[config.mk]
export PLATFORM = sky130hd
export DESIGN_NAME = l2_arbiter
export DESIGN_NICKNAME = d
export VERILOG_FILES = /design/src/rtl/l2_arbiter.sv
export SDC_FILE = /design/constraint.sdc
export NUM_CORES = 1
export LEC_CHECK = 0
export ABC_AREA = 1
export BUFFER_PORTS_ARGS = -buffer_cell sky130_fd_sc_hd__buf_2
export CAP_MARGIN = 20
export CORE_AREA = 3 3 75 77
export CTS_CLUSTER_DIAMETER = 100
export DETAILED_ROUTE_END_ITERATION = 8
export DIE_AREA = 0 0 78 80
export PLACE_DENSITY = 0.81
export SYNTH_ARGS = -nofsm -noshare
export SYNTH_HDL_FRONTEND = slang
export SYNTH_SLANG_ARGS = --single-unit
[constraint.sdc]
create_clock -name clk -period 1.5 [get_ports clk]
set_input_delay 0.225 -clock clk [delete_from_list [all_inputs] [get_ports clk]]
set_output_delay 0.225 -clock clk [all_outputs]
set_load 0.01 [all_outputs]
[src/rtl/l2_arbiter.sv]
// l2_arbiter
// Second-level fill engine sitting between two L1 cache clients and a
// backing word memory. Port 0 (icache) has fixed priority over port 1
// (dcache). The winner owns the engine for a whole page: PAGE_WORDS
// 16-bit words are read one at a time from backing memory and handed to
// the owner as single-cycle ready pulses on the shared l2_data bus.
//
// Ports:
//   clk, rst                 clock, asynchronous active-high reset
//   l2_start0/1              fill request from client 0 / 1
//   l2_page0/1   [WIDTH]     page number of the requested fill
//   l2_write0/1              reserved, ignored (every fill is a read)
//   l2_busy                  a transaction is in progress
//   l2_launch0/1             grant, high for the whole owned transaction
//   l2_ready0/1              one-cycle pulse, l2_data holds the next word
//   l2_data      [16]        shared fill data
//   mem_req                  backing-memory read request
//   mem_addr     [MEM_AW]    backing-memory word address
//   mem_valid                read data valid (only looked at in REQ)
//   mem_rdata    [16]        backing-memory read data

module l2_arbiter #(
    parameter int WIDTH      = 32,
    parameter int PAGE_BYTES = 32,
    parameter int MEM_AW     = 24
) (
    input  logic              clk,
    input  logic              rst,
    input  logic              l2_start0,
    input  logic              l2_start1,
    input  logic [WIDTH-1:0]  l2_page0,
    input  logic [WIDTH-1:0]  l2_page1,
    input  logic              l2_write0,
    input  logic              l2_write1,
    output logic              l2_busy,
    output logic              l2_launch0,
    output logic              l2_launch1,
    output logic              l2_ready0,
    output logic              l2_ready1,
    output logic [15:0]       l2_data,
    output logic              mem_req,
    output logic [MEM_AW-1:0] mem_addr,
    input  logic              mem_valid,
    input  logic [15:0]       mem_rdata
);

    localparam int PAGE_WORDS = PAGE_BYTES / 2;
    localparam int IDX_W      = $clog2(PAGE_WORDS);
    // Only the page bits that survive truncation into mem_addr are kept.
    localparam int PAGE_KEEP  = MEM_AW - IDX_W;
    localparam logic [IDX_W-1:0] LAST_IDX = IDX_W'(PAGE_WORDS - 1);

    typedef enum logic [1:0] {
        IDLE,
        REQ,
        DELIVER
    } state_t;

    state_t               state;
    state_t               next_state;
    logic                 owner;
    logic [IDX_W-1:0]     idx;
    logic [PAGE_KEEP-1:0] page;

    // Inputs that have no effect on the engine: the write flags and the
    // page bits that would fall off the top of the memory address.
    logic unused_inputs;
    assign unused_inputs = ^{l2_write0, l2_write1,
                             l2_page0[WIDTH-1:PAGE_KEEP],
                             l2_page1[WIDTH-1:PAGE_KEEP]};

    // The address is built straight from the latched page and word index,
    // so it cannot move while a read is outstanding.
    assign mem_addr = {page, idx};

    // State register. Reset returns the engine to IDLE immediately, which
    // drops every state-decoded output without waiting for a clock edge.
    always_ff @(posedge clk or posedge rst) begin
        if (rst) begin
            state <= IDLE;
        end else begin
            state <= next_state;
        end
    end

    // Next-state and output decode. Starts are only looked at in IDLE, so
    // an owner that keeps its start high, or a loser that keeps polling,
    // can never disturb a running transaction. Ready is a pure decode of
    // DELIVER, which is exactly one cycle long per word.
    always_comb begin
        next_state = state;
        l2_busy    = 1'b0;
        l2_launch0 = 1'b0;
        l2_launch1 = 1'b0;
        l2_ready0  = 1'b0;
        l2_ready1  = 1'b0;
        mem_req    = 1'b0;
        case (state)
            IDLE: begin
                if (l2_start0 || l2_start1) begin
                    next_state = REQ;
                end
            end
            REQ: begin
                l2_busy    = 1'b1;
                l2_launch0 = ~owner;
                l2_launch1 = owner;
                mem_req    = 1'b1;
                if (mem_valid) begin
                    next_state = DELIVER;
                end
            end
            DELIVER: begin
                l2_busy    = 1'b1;
                l2_launch0 = ~owner;
                l2_launch1 = owner;
                l2_ready0  = ~owner;
                l2_ready1  = owner;
                next_state = (idx == LAST_IDX) ? IDLE : REQ;
            end
            default: begin
                next_state = IDLE;
            end
        endcase
    end

    // Transaction datapath: owner, page and index are captured at grant,
    // read data is captured when memory answers, and the index advances
    // after each delivered word. l2_data keeps its value between captures.
    always_ff @(posedge clk or posedge rst) begin
        if (rst) begin
            owner   <= 1'b0;
            idx     <= '0;
            page    <= '0;
            l2_data <= '0;
        end else begin
            case (state)
                IDLE: begin
                    if (l2_start0) begin
                        owner <= 1'b0;
                        page  <= l2_page0[PAGE_KEEP-1:0];
                        idx   <= '0;
                    end else if (l2_start1) begin
                        owner <= 1'b1;
                        page  <= l2_page1[PAGE_KEEP-1:0];
                        idx   <= '0;
                    end
                end
                REQ: begin
                    if (mem_valid) begin
                        l2_data <= mem_rdata;
                    end
                end
                DELIVER: begin
                    if (idx != LAST_IDX) begin
                        idx <= idx + IDX_W'(1);
                    end
                end
                default: begin
                    idx <= '0;
                end
            endcase
        end
    end

endmodule

# Word level (Yosys, flattened, before mapping)
# Index checks and enable logic that the tools add are counted.
[op_classes]
n_mux = 18
eq_ne = 8
reduce_logical = 8
n_addsub = 1
bitwise = 2
[op_table]
columns = ["cell", "n"]
rows = [
  ["20-bit 2-to-1 mux", 2],
  ["4-bit 2-to-1 mux", 3],
  ["4-bit one-hot mux with 3 select lines", 1],
  ["1-bit 2-to-1 mux", 9],
  ["2-bit != test (second input constant)", 3],
  ["2-bit one-hot mux with 3 select lines", 1],
  ["2-bit AND reduction", 3],
  ["4-bit by 1-bit adder with 4-bit output (second input constant)", 1],
  ["4-bit == test (second input constant)", 1],
  ["2-bit 2-to-1 mux", 2],
  ["4-bit != test (second input constant)", 1],
  ["3-bit != test (second input constant)", 1],
  ["3-bit AND reduction", 1],
  ["2-bit by 1-bit == test with 1-bit output (second input constant)", 1],
  ["2-bit == test (second input constant)", 1],
  ["2-bit logical NOT", 1],
  ["1-bit NOT", 2],
  ["2-bit nonzero test", 1],
  ["2-bit OR reduction", 1],
  ["1-bit logical OR", 1],
]
[totals]
output_inout_bits = 46
wordCells = 42
register_bits = 43
input_bits = 87

# Longest topological paths before layout
[depth]
ltp_word = 3
ltp_mapped = 7
ltp_nobuf = 7

# Least setup slack after synthesis
# OpenSTA, ideal clock, no wires.
[synth_path]
path_type = "register to register"
start = "register state[1]"
end = "register l2_data[0]"
required_time_ns = 1.375
slack_ns = 0.063
setup_ns = 0.125
path_buffers = 1
path_stages_with_launch = 6
period_less_slack_ns = 1.437
arrival_ns = 1.312
path_cell_list = "dfrtp_1 inv_1 ha_1 nand2_2 buf_6 mux2_4"
[synth_via]
elab_chain_cells = 2
[synth_rtl]
columns = ["item", "line_no", "rtl"]
rows = [
  ["from (decl)", "59", "state_t state;"],
  ["from (signal assigned)", "82", "state <= next_state;"],
  ["2-bit by 1-bit == test with 1-bit output", "137", "case (state)"],
  ["2-bit AND reduction (no source line)", "n/a", ""],
  ["to (signal assigned)", "151", "l2_data <= mem_rdata;"],
  ["to (decl)", "40", "output logic [15:0] l2_data,"],
]
# Every way passes these cells.
# A chain may end at the register's enable or synchronous reset.

# Final worst setup path
[layout_path]
start = "register state[0]"
end = "output l2_launch0"
[layout_via]
elab_chain_cells = 3
word_cells_on_any_way = 4
cone_classes = "eq/ne: 2; mux: 1; reduce/logical: 1"
[layout_rtl]
columns = ["item", "line_no", "rtl"]
rows = [
  ["2-bit by 1-bit == test with 1-bit output / 2-bit == test (equally long branches)", "98", "case (state)"],
  ["2-bit OR reduction (no source line) (*)", "n/a", ""],
  ["1-bit 2-to-1 mux (*)", "n/a", ""],
  ["to (decl)", "36", "output logic l2_launch0,"],
]
# Mark *: on every way between the ends. The rest lies on a longest branch, timed or not.

==> results by group <==
STA
  – Max Slew Vio Count: 0
  – Final Worst Setup Slack: 0.0389 ns
  – Final worst path period share: 0.974
  – Skew final: around 0.0030 ns
  – RSZ-0062 raised after global routing: true
  – Tmin final: 1.46 ns
  – Fin Setup TNS: 0 ns
  – Final Setup Violations: 0
  – Worst Max-Slew Pin Slew: around 0.45 ns
  – Hold violation count in the final report: 0
  – Fmax: between 600 and 700 MHz
  – Hold_ws: approximately 0.16 ns
  – Slew headroom: 0.698

Route
  – Met2 wire len: ~2.4 mm
  – Detail Route Antenna Nets: 0
  – DRT met1 WL: 1.88 mm
  – Routed length per placed instance: about 12 um
  – DRC viols: 0
  – Via/cell ratio: approximately 4.5
  – Max Used Layer: met4
  – 1st-iter DRT viols: 48
  – Total number of vias: 1789
  – WL met3: 315 um
  – Final wirelength: about 4.6 mm
  – Drt first pass iters: 4

Setup path
  – CP arrival: around 1.2 ns
  – Element type at the critical path end: output pin
  – WP data required: 1.27 ns
  – Reg2reg setup slack: ~0.06 ns
  – Worst Setup SP: state[0]
  – Crit path to: l2_launch0
  – Reg2reg start: state[0]
  – Crit path max fanout: 3
  – R2r worst-path depth: 5
  – FF-to-FF End: l2_data[4]
  – CP Class: reg2out
  – Startpoint Class: register

Cells and area
  – # diodes: 0
  – # nets final: roughly 420
  – Final core occ: 0.568
  – Share of cells above drive strength 1: 0.463
  – Area Growth Syn to Fin: 37.0%
  – Non-Filler Instances: 394

Floorplanning
  – Initial core utilization: 0.414
  – I/O pins: 133
  – Core area: approximately 5100 um^2
  – Die area: 6240 um^2
  – Die H: 80 um
  – Horiz. Die Dim: 78 um
  – Cell Rows: 26

Global routing
  – Vias in the first global route: approximately 1700
  – Largest net degree at the start of global routing: 30
  – Initial antenna violation count: 0
  – Grt ovf: 0
  – GRT Overall Usage: 0.149
  – First-pass GRT wire length: approximately 7.4 mm

Pwr
  – Switching Share: 0.364
  – Comb pwr share: 0.473
  – Clock group share of total power: 0.161
  – Max VDD drop: between 0.7 and 0.8 mV
  – Seq pwr share: 0.367
  – Pwr/cell area: around 1900 nW/um^2
  – Net load switching power: approximately 0.002 W
  – Leakage: 1.57 nW
  – Internal: ~0.0035 W

Clock tree
  – Clk root buf: clkbuf_8
  – CTS max path bufs: 2
  – H-Tree Level Count: 2
  – Num CTS Buffers: 5
  – Clk_lat worst skew: between 0.2 and 0.3 ns
  – Clock Sinks: 43
  – CTS tree: built
  – Clock transition at path regs: roughly 0.080 ns

Synth
  – Ys Warns: 0
  – Cells after Synth: 211
  – Syn Std Cell Area: about 2100 um^2
  – Top cell type's share of synthesized area: 0.512
  – Sequential-to-total area share from yosys stat: 0.512
  – Dominant cell type by area after synthesis: dfrtp_1
  – Avg Cell Area, Syn: ~10 um^2
  – Dominant synthesized flop cell: dfrtp_1
  – Main area contributors after synthesis: dfrtp_1 51%, nor2_1 8.0%, mux2_4 7.1%
  – Synth top cells by count: 45 x nor2_1, 43 x dfrtp_1, 39 x nand2_1, 20 x o31ai_1, 13 x inv_1
  – Synth unique cells: 20
  – Async S/R FF share, synth: 1.00
  – Syn nets: 304
  – #FFs+latches synth: 43
  – EDFF count, synth: 0
  – Most numerous cell in the Yosys netlist: nor2_1

Place
  – Placed cells: roughly 380
  – Pre-CTS worst setup slack: 0.0664 ns
  – PortBufs: 106
  – DP Wirelength: about 3.5 mm
  – Gpl congestion: about 0.74

Flow run
  – Maxcap violations: 0

Run status
  – Status: complete, no violations

Min path
  – Min-Delay Path Class: in2reg
==> sequential cells by signal, indices dropped and copies added (netlist names) <==
signal / cells
owner: 1
l2_data: 16
idx: 4
page: 20
state: 2
==> routing by layer <==
layer / global-route usage / vias to the layer above
met1: 0.184 / 805
met3: 0.0327 / 4
met2: 0.261 / 68
li1: - / 912
met5: 0 / -
met4: 0.0420 / 0
==> repair_timing <==
action                     4_1_cts  5_1_grt
buffers inserted                 1        0
hold endpoints to repair        19        0
hold buffers                     1        0
gates resized for setup          1        3
pin swaps                        0        1
setup endpoints to repair        3       17
cloned                           0        1
==> power by group through the flow <==
| stage | sequential, W | combinational [W] | clock [W] |
|---|---|---|---|
| after floorplan | 0.00228 | 0.00137 | 0 |
| after global placement | 0.00201 | 0.00247 | 0 |
| after detailed placement | 0.00204 | 0.00253 | 0 |
| after CTS | 0.00202 | 0.00260 | 0.000912 |
| after global routing | 0.00208 | 0.00287 | 0.000967 |
| final | 0.00202 | 0.00261 | 0.000886 |
==> through the flow <==
step / total power, W / area [um^2]
2_1_floorplan: 0.00365 / 2100
3_3_place_gp: 0.00448 / 2710
3_5_place_dp: 0.00456 / 2710
6_report: 0.00551 / 2880
5_1_grt: 0.00592 / 2880
4_1_cts: 0.00554 / 2850
==> layout make-up <==
| type | instances | area [um^2] |
|---|---|---|
| clock inverter | 3 | 43.8 |
| fill | 470 | 2190 |
| timing repair buffer | 115 | 656 |
| sequential | 43 | 1080 |
| tap | 70 | 87.6 |
| clock buffer | 5 | 68.8 |
| inverter | 14 | 52.6 |
| multi-input combinational | 144 | 896 |
==> cell usage in the layout, fill, tap and decap left out <==
| cell type | Yosys | layout |
|---|---|---|
| mux2_4 | 10 | 10 |
| buf_4 | 4 | 4 |
| or2_2 | 2 | 2 |
| o21ai_0 | 4 | 4 |
| buf_12 | 0 | 3 |
| nand2_4 | 0 | 1 |
| nand3_2 | 1 | 1 |
| o31ai_1 | 20 | 20 |
| inv_1 | 13 | 11 |
| o21ai_2 | 1 | 1 |
| clkinv_4 | 0 | 1 |
| ha_1 | 6 | 4 |
| ha_4 | 0 | 1 |
| o21ai_1 | 2 | 2 |
| nand2_1 | 39 | 39 |
| inv_2 | 1 | 3 |
| clkinv_2 | 0 | 1 |
| ha_2 | 0 | 1 |
| nor2_1 | 45 | 45 |
| nand3_1 | 3 | 3 |
| dfrtp_1 | 43 | 43 |
| buf_2 | 0 | 106 |
| dlygate4sd3_1 | 0 | 1 |
| nand2_2 | 2 | 1 |
| clkbuf_8 | 0 | 5 |
| o21ai_4 | 1 | 1 |
| nand4_1 | 2 | 2 |
| mux2_2 | 6 | 6 |
| clkbuf_16 | 0 | 1 |
| bufinv_16 | 0 | 1 |
==> how the worst min path moves through the flow <==
stage                     cells past startpoint  slack (ns)           from     endpoint
after global routing                          2        0.15  mem_rdata[14]  l2_data[14]
after CTS                                     2        0.15   mem_rdata[0]   l2_data[0]
final                                         2        0.16  mem_rdata[14]  l2_data[14]
after detailed placement                      2        0.26            rst   l2_data[8]
after global placement                        2        0.26            rst   l2_data[8]
after floorplan                               1        0.37   mem_rdata[0]   l2_data[0]
==> kinds of logic (layout without fill, tap and decap cells) <==
group,Yosys count,in the layout,share of synthesized area
compound gates,28,28,0.0976
fa+ha+maj,6,6,0.0357
buf+inv,24,137,0.0714
flops,43,43,0.512
mux,16,16,0.104
simple gates,94,94,0.180
==> worst max-delay path, cell delays in order, from the launching register on <==
cell     delay, ns
dfrtp_1       0.38
inv_2         0.07
ha_4          0.26
inv_1         0.04
nor2_1        0.07
buf_2         0.13
No activity file was read; power rests on OpenSTA's default activity.
